## config.mk

```make
export PLATFORM = sky130hd
export DESIGN_NAME = seq_chunk_adder
export DESIGN_NICKNAME = d
export VERILOG_FILES = /design/src/rtl/seq_chunk_adder_pkg.sv /design/src/rtl/seq_chunk_add.sv /design/src/rtl/seq_chunk_adder.sv
export SDC_FILE = /design/constraint.sdc
export NUM_CORES = 1
export LEC_CHECK = 0
export BUFFER_PORTS_ARGS = -buffer_cell sky130_fd_sc_hd__buf_4
export CORE_ASPECT_RATIO = 0.6
export CORE_UTILIZATION = 49
export CTS_CLUSTER_SIZE = 28
export DETAILED_ROUTE_END_ITERATION = 8
export GPL_TIMING_DRIVEN = 0
export PLACE_DENSITY = 0.73
export RECOVER_POWER = 50
export SETUP_SLACK_MARGIN = 0.15
export SKIP_CTS_REPAIR_TIMING = 1
export SLEW_MARGIN = 20
export SYNTH_ARGS = -nofsm -noshare
export SYNTH_HDL_FRONTEND = slang
export SYNTH_SLANG_ARGS = --single-unit
```

## constraint.sdc

```tcl
create_clock -name clk -period 4.47 [get_ports clk]
set_input_delay 0.894 -clock clk [delete_from_list [all_inputs] [get_ports clk]]
set_output_delay 0.894 -clock clk [all_outputs]
set_load 0.01 [all_outputs]
```

## src/rtl/seq_chunk_adder_pkg.sv

```systemverilog
// ============================================================================
// Module  : seq_chunk_adder_pkg
// Brief   : FSM encoding and default geometry for the chunked serial adder.
// Rev     : 1.0
// ============================================================================
`default_nettype none

package seq_chunk_adder_pkg;

   localparam int DEFAULT_WIDTH = 32;
   localparam int DEFAULT_CHUNK = 8;

   typedef enum logic [1:0] {
      IDLE = 2'd0,
      RUN  = 2'd1,
      DONE = 2'd2
   } state_t;

   // Chunk index width; a single-chunk adder still needs a 1-bit index.
   function automatic int idx_width(input int nchunk);
      return (nchunk > 1) ? $clog2(nchunk) : 1;
   endfunction

endpackage

`default_nettype wire

```

## src/rtl/seq_chunk_add.sv

```systemverilog
// ============================================================================
// Module  : chunk_add
// Brief   : CHUNK-bit ripple-carry adder, also exposing the carry into its MSB.
// Rev     : 1.0
// ============================================================================
`default_nettype none

module chunk_add
   import seq_chunk_adder_pkg::*;
#(
   parameter int CHUNK = DEFAULT_CHUNK
) (
   input  logic [CHUNK-1:0] a,
   input  logic [CHUNK-1:0] b,
   input  logic             cin,
   output logic [CHUNK-1:0] sum,
   output logic             cout,
   output logic             c_msb
);

   logic [CHUNK:0] w_c;

   always_comb begin
      w_c    = '0;
      sum    = '0;
      w_c[0] = cin;
      for (int i = 0; i < CHUNK; i++) begin
         sum[i]   = a[i] ^ b[i] ^ w_c[i];
         w_c[i+1] = (a[i] & b[i]) | (w_c[i] & (a[i] ^ b[i]));
      end
   end

   assign cout  = w_c[CHUNK];
   assign c_msb = w_c[CHUNK-1];

endmodule

`default_nettype wire

```

## src/rtl/seq_chunk_adder.sv

```systemverilog
// ============================================================================
// Module  : seq_chunk_adder
// Brief   : Adds WIDTH-bit operands CHUNK bits per clock, LSB chunk first.
//           Define SEQ_CHUNK_ADDER_SUB_EN to add the sub (X-Y) port.
// Rev     : 1.0
// ============================================================================
`default_nettype none

module seq_chunk_adder
   import seq_chunk_adder_pkg::*;
#(
   parameter int WIDTH = DEFAULT_WIDTH,
   parameter int CHUNK = DEFAULT_CHUNK
) (
   input  logic             clk,
   input  logic             rst_n,
   input  logic             in_valid,
   output logic             in_ready,
   input  logic [WIDTH-1:0] X,
   input  logic [WIDTH-1:0] Y,
`ifdef SEQ_CHUNK_ADDER_SUB_EN
   input  logic             sub,
`endif
   output logic [WIDTH-1:0] S,
   output logic             cout,
   output logic             ovf,
   output logic             out_valid,
   input  logic             out_ready
);

   localparam int            NCHUNK = WIDTH / CHUNK;
   localparam int            KW     = idx_width(NCHUNK);
   localparam logic [KW-1:0] K_LAST = KW'(NCHUNK - 1);

   state_t           r_state;
   state_t           w_state_nxt;
   logic [WIDTH-1:0] r_x;
   logic [WIDTH-1:0] r_yp;
   logic             r_carry;
   logic [KW-1:0]    r_k;
   logic [WIDTH-1:0] r_s;
   logic             r_cout;
   logic             r_ovf;

   logic [WIDTH-1:0] w_yp_in;
   logic             w_cin_in;
   logic [CHUNK-1:0] w_a;
   logic [CHUNK-1:0] w_b;
   logic [CHUNK-1:0] w_sum;
   logic             w_cout;
   logic             w_c_msb;
   logic             w_last;

`ifdef SEQ_CHUNK_ADDER_SUB_EN
   // Subtraction is X + ~Y + 1; a final carry of 1 means no borrow.
   assign w_yp_in  = sub ? ~Y : Y;
   assign w_cin_in = sub;
`else
   assign w_yp_in  = Y;
   assign w_cin_in = 1'b0;
`endif

   assign w_a    = r_x[int'(r_k)*CHUNK +: CHUNK];
   assign w_b    = r_yp[int'(r_k)*CHUNK +: CHUNK];
   assign w_last = (r_k == K_LAST);

   chunk_add #(
      .CHUNK (CHUNK)
   ) u_chunk_add (
      .a     (w_a),
      .b     (w_b),
      .cin   (r_carry),
      .sum   (w_sum),
      .cout  (w_cout),
      .c_msb (w_c_msb)
   );

   always_ff @(posedge clk or negedge rst_n) begin
      if (!rst_n) begin
         r_state <= IDLE;
      end else begin
         r_state <= w_state_nxt;
      end
   end

   always_comb begin
      w_state_nxt = r_state;
      case (r_state)
         IDLE:    if (in_valid)  w_state_nxt = RUN;
         RUN:     if (w_last)    w_state_nxt = DONE;
         DONE:    if (out_ready) w_state_nxt = IDLE;
         default: w_state_nxt = IDLE;
      endcase
   end

   always_ff @(posedge clk or negedge rst_n) begin
      if (!rst_n) begin
         r_x     <= '0;
         r_yp    <= '0;
         r_carry <= 1'b0;
         r_k     <= '0;
         r_s     <= '0;
         r_cout  <= 1'b0;
         r_ovf   <= 1'b0;
      end else begin
         case (r_state)
            IDLE: begin
               if (in_valid) begin
                  r_x     <= X;
                  r_yp    <= w_yp_in;
                  r_carry <= w_cin_in;
                  r_k     <= '0;
                  r_s     <= '0;
                  r_cout  <= 1'b0;
                  r_ovf   <= 1'b0;
               end
            end
            RUN: begin
               r_s[int'(r_k)*CHUNK +: CHUNK] <= w_sum;
               r_carry                       <= w_cout;
               // The top chunk's carry leaves only via cout; it never re-enters chunk 0.
               if (w_last) begin
                  r_cout <= w_cout;
                  r_ovf  <= w_c_msb ^ w_cout;
               end else begin
                  r_k <= r_k + KW'(1);
               end
            end
            default: begin
            end
         endcase
      end
   end

   assign in_ready  = (r_state == IDLE);
   assign out_valid = (r_state == DONE);
   assign S         = r_s;
   assign cout      = r_cout;
   assign ovf       = r_ovf;

endmodule

`default_nettype wire

```

==> flow_summary_export.csv <==
group,metric,value,unit
run_status,outcome,"finished, violations left",
clock_tree,clk_pin_slew,0.06,ns
placement,hpwl,7700,um
clock_tree,cts-buffers-inserted,9,
clock_tree,cts_tree,"built",
worst_hold_path,min_path_cells,1,
layout,layout-area-overhead-vs-synth,29.2,%
critical_path,critical-path-top-delay-family,"adder cells",
layout,layout.cells.non_filler,559,
clock_tree,clock_path_buffers,2,
timing,hold_viol,0,
layout,fin_nets,504,
timing,rsz0062_at_grt,"true",
critical_path,worstSetupEndpointType,"register",
clock_tree,cts_max_level,3,
layout,drive_above_1_share,55.5,%
run_status,violations,"capacitance limit, slew limit",
clock_tree,cts_sinks,103,
critical_path,r2r-start,"r_k[0]$_DFFE_PN0P_",
detailed_routing,drtPass1Iterations,4,
timing,finalMaxSlewViolations,104,
synth,synth_nets,381,
critical_path,crit_slowest_cell,"dfrtp_1",
clock_tree,clkLatencyLatePin,0.34,ns
placement,dp_cells,534,
power_and_ir_drop,p_leak,0.00301,uW
grt,grt_pass1_wl,17000,um
clock_tree,cts_root_buf,"clkbuf_16",
critical_path,critPathBufInv,4,
grt,antenna_found_initial,0,
placement,gp_congestion,0.840,
power_and_ir_drop,power,5440,uW
timing,finalSetupTns,0,ns
critical_path,crit_path_cell_trace,"buf_12, mux4_2, inv_2, fa_2, fa_2, fa_2, fa_2, fa_2, inv_2, fa_2, inv_2, fa_2, fa_2, xnor2_2, nor2_1, mux2_4",
synth,ys_seq_area_share,53.1,%
worst_hold_path,hp-class,"register to register",
placement,port_buffers,103,
timing,min_period_over_period,98.1,%
detailed_routing,drcViolationCount,0,
floorplan,dieArea,10300,um^2
floorplan,die_w,130,um
floorplan,die_h,79.1,um
synth,ys_ff_latch,103,
timing,finalCriticalPeriod,4.39,ns
detailed_routing,routedWlPerCell,19.1,um
floorplan,start_util,51.6,%
floorplan,placeableCoreArea,9390,um^2
synth,syn-instance-count,301,
synth,synthDistinctLibCells,26,
floorplan,io_pins,104,
critical_path,r2r-end,"ovf$_DFFE_PN0P_",
timing,fin_skew,0.00559,ns
detailed_routing,viasPerCell,5.29,
synth,netlist_area,4850,um^2
worst_hold_path,worstHoldEndpoint,"r_carry$_DFFE_PN0P_",
timing,finalSetupViolations,0,
detailed_routing,ant_nets,0,
critical_path,crit_fanout,7,
critical_path,crit_path_frequent_cell,"fa_2",
power_and_ir_drop,vdd_ir_drop_max,0.487,mV
critical_path,cp.required,4.69,ns
critical_path,crit_cells,16,
timing,slew_headroom,-67.9,%
timing,fmax,228,MHz
grt,gr-total-overflow,0,
job,maxCapViolCount,1,
critical_path,crit_arrival,4.61,ns
power_and_ir_drop,p_per_area,868,nW/um^2
critical_path,r2r_cells,16,
timing,tightest_slew,2.52,ns
critical_path,path_class,"register to register",
grt,grt_pass1_vias,3072,
grt,grt_usage,22.6,%
synth,ys_warn_count,0,
layout,num-fill-cells,717,
detailed_routing,vias,2956,
detailed_routing,drtIter0Drc,173,
detailed_routing,totalWireLength,10700,um
critical_path,cp_slowest_stage_delay,0.44,ns
critical_path,start_kind,"register",
critical_path,reg2reg_slack,0.08,ns
floorplan,num_rows,27,
synth,avgSynthCellArea,16.1,um^2
layout,antenna-diode-count,0,
worst_hold_path,min_from,"r_carry$_DFFE_PN0P_",
grt,grt_max_degree,104,
-- routing by layer --
layer | share of wire [%] | track usage, %
met1 | 51 | 34.7
met2 | 43 | 32.6
met3 | 5.2 | 5.39
met4 | 0.67 | 4.83
met5 | 0 | 0
-- cell usage in the layout (no fill, tap or decap), types with 2 or more instances in the layout --
| master | count |
|---|---|
| buf_4 | 111 |
| dfrtp_1 | 103 |
| mux2_4 | 62 |
| o2bb2ai_1 | 28 |
| inv_1 | 17 |
| mux4_2 | 16 |
| clkbuf_16 | 9 |
| fa_2 | 8 |
| clkbuf_1 | 7 |
| buf_6 | 7 |
| a21o_1 | 5 |
| mux2_1 | 5 |
| inv_2 | 4 |
| nor2_1 | 4 |
| nand2b_1 | 4 |
| nand2_1 | 4 |
| nand4_2 | 4 |
| o2bb2ai_2 | 4 |
| ha_1 | 4 |
| a22o_1 | 3 |
| buf_8 | 2 |
| buf_2 | 2 |
| nor2b_1 | 2 |
| clkbuf_8 | 2 |
| bufinv_16 | 2 |
-- cells in the mapped netlist --
| master | count | share of area [%] |
|---|---|---|
| fa_1 | 8 | 3.3 |
| o21bai_1 | 1 | 0.15 |
| inv_1 | 20 | 1.5 |
| mux4_2 | 16 | 7.4 |
| nand2_1 | 4 | 0.31 |
| mux2_4 | 62 | 19 |
| nor2_1 | 5 | 0.39 |
| o2bb2ai_1 | 32 | 5.8 |
| nor2b_1 | 2 | 0.26 |
| a22o_1 | 3 | 0.54 |
| inv_2 | 1 | 0.077 |
| a21o_1 | 5 | 0.77 |
| a21oi_1 | 1 | 0.10 |
| nand4_2 | 4 | 1.0 |
| clkbuf_1 | 3 | 0.23 |
| nand2b_1 | 4 | 0.52 |
| buf_4 | 2 | 0.31 |
| xnor2_1 | 1 | 0.18 |
| ha_1 | 4 | 1.0 |
| buf_6 | 7 | 1.6 |
| and2_1 | 1 | 0.13 |
| dfrtp_1 | 103 | 53 |
| mux2_1 | 5 | 1.2 |
| o21ai_0 | 1 | 0.10 |
| buf_2 | 5 | 0.52 |
| and2b_1 | 1 | 0.15 |
-- registers in the layout, indices dropped and copies added (netlist names) --
| name | flops |
|---|---|
| cout | 1 |
| r_x | 32 |
| r_yp | 32 |
| S | 32 |
| r_state | 2 |
| r_carry | 1 |
| ovf | 1 |
| r_k | 2 |
-- worst max path at each step --
| stage | startpoint | end | slack [ns] |
|---|---|---|---|
| 2_1_floorplan | r_k[1]$_DFFE_PN0P_ | ovf$_DFFE_PN0P_ | 0.17 |
| 3_3_place_gp | r_k[1]$_DFFE_PN0P_ | ovf$_DFFE_PN0P_ | -0.07 |
| 3_5_place_dp | r_k[1]$_DFFE_PN0P_ | ovf$_DFFE_PN0P_ | -0.12 |
| 4_1_cts | r_k[1]$_DFFE_PN0P_ | ovf$_DFFE_PN0P_ | -0.14 |
| 5_1_grt | r_k[0]$_DFFE_PN0P_ | ovf$_DFFE_PN0P_ | -0.03 |
| 6_report | r_k[0]$_DFFE_PN0P_ | ovf$_DFFE_PN0P_ | 0.08 |
-- kinds of logic after synthesis --
| group | share of synthesized area [%] |
|---|---|
| DFF | 53.1 |
| muxes | 27.8 |
| AOI/OAI and AO/OA | 7.46 |
| buffers and inverters | 4.31 |
| and+or+nand+nor | 2.79 |
| adders and majority gates | 4.33 |
| xor gates and xnor gates | 0.181 |
-- through the flow --
stage	util, %	area, um^2	hold WS, ns	setup slack, ns
6_report	66.7	6260	0.482	0.0842
5_1_grt	66.7	6260	0.503	-0.0255
4_1_cts	65.3	6130	0.483	-0.140
3_5_place_dp	61.8	5810	0.469	-0.123
3_3_place_gp	61.8	5800	0.464	-0.0656
2_1_floorplan	-	4870	0.449	0.168
-- layout make-up --
type                    count  area, um^2  area share, %
plain buffers              17         158           2.52
inverters                  21        78.8           1.26
clock inverters             3        65.1           1.04
flip-flops and latches    103        2580           41.2
clock buffers              13         260           4.16
well taps                 130         163           2.60
multi-input cells         160        2120           33.9
repair buffers            112         838           13.4
-- power breakdown --
| part | leakage (uW) | internal, uW | switching (uW) |
|---|---|---|---|
| logic | 0.00157 | 1600 | 1390 |
| registers | 0.00128 | 1350 | 252 |
| clock network | 0.000160 | 521 | 328 |
Power figures use the tool's default switching activity.
